$ cat config.mk
export PLATFORM = sky130hd
export DESIGN_NAME = writeback_stage
export DESIGN_NICKNAME = d
export VERILOG_FILES = /design/src/rtl/wb_pkg.sv /design/src/rtl/wb_fifo.sv /design/src/rtl/writeback_stage.sv
export SDC_FILE = /design/constraint.sdc
export NUM_CORES = 1
export LEC_CHECK = 0
export ABC_AREA = 1
export BUFFER_PORTS_ARGS = -buffer_cell sky130_fd_sc_hd__buf_2
export CORE_MARGIN = 5
export CORE_UTILIZATION = 40
export CTS_CLUSTER_DIAMETER = 30
export CTS_CLUSTER_SIZE = 8
export DETAILED_ROUTE_END_ITERATION = 6
export PLACE_DENSITY = 0.59
export RECOVER_POWER = 25
export SYNTH_ARGS = -nofsm -noshare
export SYNTH_HDL_FRONTEND = slang
export SYNTH_HIERARCHICAL = 1
export SYNTH_SLANG_ARGS = --single-unit
export TNS_END_PERCENT = 100
$ cat constraint.sdc
create_clock -name clk -period 3.4 [get_ports clk]
set_input_delay 0.34 -clock clk [delete_from_list [all_inputs] [get_ports clk]]
set_output_delay 0.34 -clock clk [all_outputs]
set_load 0.01 [all_outputs]
$ cat src/rtl/wb_pkg.sv
// Shared widths and the queued write-back entry type for the write-back stage.
package wb_pkg;

  localparam int REG_ADDR_W = 5;
  localparam int DATA_W     = 32;

  typedef struct packed {
    logic [REG_ADDR_W-1:0] rd;
    logic [DATA_W-1:0]     data;
  } wb_entry_t;

endpackage

$ cat src/rtl/wb_fifo.sv
// Result queue: storage, wrapping pointers and occupancy count.
// Under WB_FORWARD_EN it also exposes every slot in age order (index 0 = oldest).
module wb_fifo
  import wb_pkg::*;
#(
  parameter int DEPTH = 4,
  localparam int PTR_W = $clog2(DEPTH),
  localparam int CNT_W = PTR_W + 1
) (
  input  logic             clk,
  input  logic             rst_n,
  input  logic             push_i,
  input  wb_entry_t        push_entry_i,
  input  logic             pop_i,
  output wb_entry_t        head_o,
  output logic             ready_o,
  output logic [CNT_W-1:0] count_o
`ifdef WB_FORWARD_EN
  ,
  output wb_entry_t        slot_o     [DEPTH],
  output logic [DEPTH-1:0] slot_vld_o
`endif
);

  localparam logic [CNT_W-1:0] DEPTH_C = CNT_W'(DEPTH);

  wb_entry_t        mem_q [DEPTH];
  logic [PTR_W-1:0] wr_ptr_q, wr_ptr_d;
  logic [PTR_W-1:0] rd_ptr_q, rd_ptr_d;
  logic [CNT_W-1:0] count_q, count_d;
  logic             push_ok, pop_ok;

  // Guards keep count inside 0..DEPTH even if a caller misbehaves.
  assign push_ok = push_i && (count_q < DEPTH_C);
  assign pop_ok  = pop_i && (count_q != '0);

  always_comb begin
    wr_ptr_d = wr_ptr_q;
    rd_ptr_d = rd_ptr_q;
    count_d  = count_q;
    if (push_ok) wr_ptr_d = wr_ptr_q + 1'b1;
    if (pop_ok)  rd_ptr_d = rd_ptr_q + 1'b1;
    case ({push_ok, pop_ok})
      2'b10:   count_d = count_q + 1'b1;
      2'b01:   count_d = count_q - 1'b1;
      default: count_d = count_q;
    endcase
  end

  always_ff @(posedge clk or negedge rst_n) begin
    if (!rst_n) begin
      wr_ptr_q <= '0;
      rd_ptr_q <= '0;
      count_q  <= '0;
    end else begin
      wr_ptr_q <= wr_ptr_d;
      rd_ptr_q <= rd_ptr_d;
      count_q  <= count_d;
    end
  end

  always_ff @(posedge clk) begin
    if (push_ok) mem_q[wr_ptr_q] <= push_entry_i;
  end

  assign head_o  = mem_q[rd_ptr_q];
  assign ready_o = (count_q < DEPTH_C);
  assign count_o = count_q;

`ifdef WB_FORWARD_EN
  always_comb begin
    for (int k = 0; k < DEPTH; k++) begin
      slot_o[k]     = mem_q[rd_ptr_q + PTR_W'(k)];
      slot_vld_o[k] = (CNT_W'(k) < count_q);
    end
  end
`endif

endmodule

$ cat src/rtl/writeback_stage.sv
// Write-back stage: filters non-writing results, queues the rest and drains one per cycle
// into a registered register-file write port. Define WB_FORWARD_EN to add rs/rt bypass.
module writeback_stage
  import wb_pkg::*;
#(
  parameter int DEPTH = 4
) (
  input  logic                    clk,
  input  logic                    rst_n,
  // Handshake: a result transfers on a rising edge where in_valid && in_ready;
  // in_ready depends only on registered count, never on in_valid.
  input  logic                    in_valid,
  output logic                    in_ready,
  input  logic                    in_we,
  input  logic [REG_ADDR_W-1:0]   in_rd,
  input  logic [DATA_W-1:0]       in_data,
  output logic                    CNTRL_RS,
  output logic [REG_ADDR_W-1:0]   rd,
  output logic [DATA_W-1:0]       ALU_WB,
  input  logic [REG_ADDR_W-1:0]   rs,
  input  logic [REG_ADDR_W-1:0]   rt,
`ifdef WB_FORWARD_EN
  output logic                    fwd_rs_hit,
  output logic                    fwd_rt_hit,
  output logic [DATA_W-1:0]       fwd_rs_data,
  output logic [DATA_W-1:0]       fwd_rt_data,
`endif
  output logic [$clog2(DEPTH):0]  count
);

  wb_entry_t head;
  wb_entry_t push_entry;
  logic      push, pop;
  wb_entry_t out_q, out_d;
  logic      wen_q, wen_d;

`ifdef WB_FORWARD_EN
  wb_entry_t        slot [DEPTH];
  logic [DEPTH-1:0] slot_vld;
`endif

  // Writes to r0 or without a write enable never occupy a queue slot.
  assign push       = in_valid && in_ready && in_we && (in_rd != '0);
  assign pop        = (count != '0);
  assign push_entry = '{rd: in_rd, data: in_data};

  wb_fifo #(.DEPTH(DEPTH)) u_fifo (
    .clk          (clk),
    .rst_n        (rst_n),
    .push_i       (push),
    .push_entry_i (push_entry),
    .pop_i        (pop),
    .head_o       (head),
    .ready_o      (in_ready),
    .count_o      (count)
`ifdef WB_FORWARD_EN
    ,
    .slot_o       (slot),
    .slot_vld_o   (slot_vld)
`endif
  );

  always_comb begin
    wen_d = 1'b0;
    out_d = '0;
    if (pop) begin
      wen_d = 1'b1;
      out_d = head;
    end
  end

  always_ff @(posedge clk or negedge rst_n) begin
    if (!rst_n) begin
      wen_q <= 1'b0;
      out_q <= '0;
    end else begin
      wen_q <= wen_d;
      out_q <= out_d;
    end
  end

  assign CNTRL_RS = wen_q;
  assign rd       = out_q.rd;
  assign ALU_WB   = out_q.data;

`ifdef WB_FORWARD_EN
  // Output register is the oldest candidate; later (younger) queue slots override it.
  always_comb begin
    fwd_rs_hit  = 1'b0;
    fwd_rs_data = '0;
    fwd_rt_hit  = 1'b0;
    fwd_rt_data = '0;
    if (rs != '0) begin
      if (wen_q && (out_q.rd == rs)) begin
        fwd_rs_hit  = 1'b1;
        fwd_rs_data = out_q.data;
      end
      for (int k = 0; k < DEPTH; k++) begin
        if (slot_vld[k] && (slot[k].rd == rs)) begin
          fwd_rs_hit  = 1'b1;
          fwd_rs_data = slot[k].data;
        end
      end
    end
    if (rt != '0) begin
      if (wen_q && (out_q.rd == rt)) begin
        fwd_rt_hit  = 1'b1;
        fwd_rt_data = out_q.data;
      end
      for (int k = 0; k < DEPTH; k++) begin
        if (slot_vld[k] && (slot[k].rd == rt)) begin
          fwd_rt_hit  = 1'b1;
          fwd_rt_data = slot[k].data;
        end
      end
    end
  end
`else
  logic unused_operands;
  assign unused_operands = ^{rs, rt};
`endif

endmodule

==> impl_summary.md <==
Die
From left edge to right edge, the die measures 148 microns. The boundary pin count is 93. The starting density of the core is 0.407. After floorplanning, the core was sized to cover 18,800 sq um.

The floorplan die area is 22,000 sq um. The die extent in y is 148 microns. Row generation in the floorplan step produced 50 rows.

Routing
Wires add up to 14,100 microns. The detailed-route vias per instance is 4.63. In this run, the number of DRC markers left after iteration 0 of detailed routing was 175. The first-pass iteration count of the detailed router is 4. Dividing the detail-routed wire length by the instance count gives 15.0 microns. For this run, design rule violations remaining after detail routing come to 0.

The post-detailed-route count of antenna-violating nets is 0. The total vias in the final route is 4,371.

Yosys
The count of different cell masters after synthesis is 20. In this run, synthesis produced a sequential element count of 193. After synthesis, the mean cell area works out to 12.4 sq um.

By area the synthesized netlist is led by sky130_fd_sc_hd__edfxtp_1 (58%), sky130_fd_sc_hd__dfrtp_1 (15%), sky130_fd_sc_hd__o211ai_1 (7.3%). For this run, asynchronously set or reset flops after synthesis account for 0.233. The number of enable flip-flop cells after synthesis is 148. In the synthesized netlist the dominant register cell turns out to be sky130_fd_sc_hd__edfxtp_1. The post-synthesis cell count is 614. The biggest area consumer among synthesized cells is sky130_fd_sc_hd__edfxtp_1.

The area of the mapped netlist is 7640 sq um. By count the netlist is led by sky130_fd_sc_hd__edfxtp_1 (148), sky130_fd_sc_hd__inv_1 (130), sky130_fd_sc_hd__nand2_1 (126), sky130_fd_sc_hd__o211ai_1 (74). The synthesized netlist net count is 671. The most numerous cell in the Yosys netlist is sky130_fd_sc_hd__edfxtp_1. The sequential element share of the synthesized area is 0.729. The share of synthesized area in the top cell type comes to 0.582. Yosys printed 6 warnings.

Worst setup path
The slowest library cell on the worst path is sky130_fd_sc_hd__nor2_4. Together, buffers and inverters on the worst path number 3. Of all nets on the critical path, the largest fanout is 21.

The worst setup path is captured at a register. Data on the critical path is required at its endpoint by 3.53 ns. For the worst setup path, the data arrival time is 2.55 ns. The setup slack of the worst register-to-register path is 0.98 ns. The cell repeated most along the worst path is sky130_fd_sc_hd__nand2_1.

The family of cells with the greatest summed delay on the critical path is simple AND/OR/NAND/NOR gates. The signal on the critical path passes through inv_1 > nand2_1 > nor2_1 > nand2_1 > inv_1 > nand2_1 > nor2_4 > buf_12. The delay of the slowest cell on the worst path is 0.65 ns. The critical setup path kind is register to register.

The startpoint kind of the worst setup timing path is a register.

Clocking
The largest buffer count on any clock path is 2. The count of cells resized by post-cts repair is 0. Buffers inserted to repair hold after CTS numbered 0. The tree built by TritonCTS fans out to 193 sinks.

The CTS tree is built. The post-CTS setup-driven buffer insertion count is 0. The later pin in the worst-skew pair is clocked with a latency of 0.43 ns. The count of H-tree levels built during CTS is 4. The total CTS buffers is 17. After clock tree synthesis, the clock-pin slew on the worst setup and hold paths is 0.07 ns.

The cell chosen for the clock root is sky130_fd_sc_hd__clkbuf_16.

Timing
For the pin with the worst max-slew slack, the measured transition is 1.08 ns. The setup TNS after final layout is 0 ns. The number of max-slew violations in the final report is 0.

The fmax is 414 MHz. The headroom to the max-slew limit is 0.281. The worst path needs 2.42 ns of the cycle, external delays included. The final period utilization is 0.711. Setup repair after global routing left no endpoint under its margin. The clock skew after layout is 0.00861 ns.

The setup-violating endpoint count in the final report is 0. The final number of hold-violating endpoints came to 0. The worst-case hold slack is 0.117 ns.

Layout
The repair_antennas step left the layout with diodes totalling 0. The number of nets at the end of the flow is 755. The area growth from synthesis to final layout is 15.5%. The fraction of final layout cells with drive strength greater than 1 is 0.145.

Status
The run finished with clean final reports.

Placement
The congestion estimate from routability-driven global placement came to 0.703. The count of buffers added on input and output ports is 82. The HPWL reported at the end of detailed placement is 8470 microns.

Worst hold path
The kind of path behind the tightest hold check is primary input to asynchronous set/reset pin.

GRT
The largest net degree at the start of global routing is 91. The first global-routing pass estimated 22,600 microns of wire. The number of global-route vias before repair is 4,361. Global routing finished with a remaining overflow of 0. The overall track demand over capacity in global routing is 0.134.

The initial antenna violation count is 1.

Power and ir drop
The analysis attributes to cell leakage a power of 3.74 nW. The worst ir drop on vdd is 0.375 mV. The power density of the placed cells is 818 nW/um^2.

Flow run
The max capacitance violation total is 0.
==> worst paths after layout <==
| check | endpoint | cells after the start | startpoint |
|---|---|---|---|
| max in group asynchronous | u_fifo/rd_ptr_q[1]$_DFFE_PN0P_ | 1 | rst_n |
| min in group clk | u_fifo/mem_q[2][12]$_DFFE_PP_ | 1 | in_data[12] |
| min | ALU_WB[25]$_DFF_PN0_ | 1 | rst_n |
| max reg2reg | u_fifo/mem_q[0][14]$_DFFE_PP_ | 8 | u_fifo/count_o[2]$_DFFE_PN0P_ |
| max | u_fifo/mem_q[0][14]$_DFFE_PP_ | 8 | u_fifo/count_o[2]$_DFFE_PN0P_ |
| min reg2reg | u_fifo/rd_ptr_q[0]$_DFFE_PN0P_ | 2 | u_fifo/rd_ptr_q[0]$_DFFE_PN0P_ |
==> through the flow <==
step	setup WS [ns]	cell area, sq um	util	total power [mW]	std cells
floorplan	0.396	7640	-	4.76	614
detailed placement	0.952	8260	0.440	5.36	913
CTS	0.942	8860	0.472	7.34	945
global placement	1.01	8260	0.440	5.29	913
global route	0.830	8820	0.470	7.70	945
finish	0.982	8820	0.470	7.22	945
==> routing by layer <==
| metal | global-route usage | wire, microns | vias up |
|---|---|---|---|
| met5 | 0 | 11 | - |
| met4 | 0.0517 | 264 | 2 |
| met3 | 0.0393 | 660 | 19 |
| met2 | 0.232 | 7250 | 85 |
| met1 | 0.158 | 5960 | 2069 |
| li1 | - | - | 2196 |
==> registers in the layout (all words and copies together), names as in the netlist <==
| register | cells |
|---|---|
| ALU_WB | 32 |
| u_fifo/count_o | 3 |
| CNTRL_RS | 1 |
| u_fifo/wr_ptr_q | 2 |
| rd | 5 |
| u_fifo/mem_q | 148 |
| u_fifo/rd_ptr_q | 2 |
==> layout by cell type, fill, tap and decap left out, types with 9 or more instances in the layout <==
cell / n
sky130_fd_sc_hd__dfrtp_1: 44
sky130_fd_sc_hd__nor2_1: 41
sky130_fd_sc_hd__clkbuf_16: 17
sky130_fd_sc_hd__nand2_1: 126
sky130_fd_sc_hd__clkbuf_1: 30
sky130_fd_sc_hd__buf_4: 9
sky130_fd_sc_hd__o211ai_1: 74
sky130_fd_sc_hd__inv_1: 129
sky130_fd_sc_hd__buf_2: 52
sky130_fd_sc_hd__edfxtp_1: 148
==> report_power, final <==
part	switching (mW)	total, mW	internal, mW
sequential	0.121	3.05	2.93
combinational	1.45	2.20	0.749
clock	0.916	1.97	1.05
total	2.48	7.22	4.73
==> area by class of cell <==
type | instances | area [sq um]
clock inverter | 15 | 170
fill | 1689 | 9950
timing repair buffer | 93 | 480
clock buffer | 17 | 425
inverter | 131 | 494
sequential | 193 | 5570
multi-input combinational | 262 | 1390
tap | 234 | 293
==> kinds of logic (layout without fill, tap and decap cells) <==
family          Yosys count  count (layout)  synth area share
flops                   193             193             0.729
simple gates            178             178            0.0894
buf+inv                 159             256            0.0940
compound gates           76              76            0.0740
fa+ha+maj                 6               6            0.0108
xor+xnor                  2               2           0.00229
(Power assumes the default switching activity.)
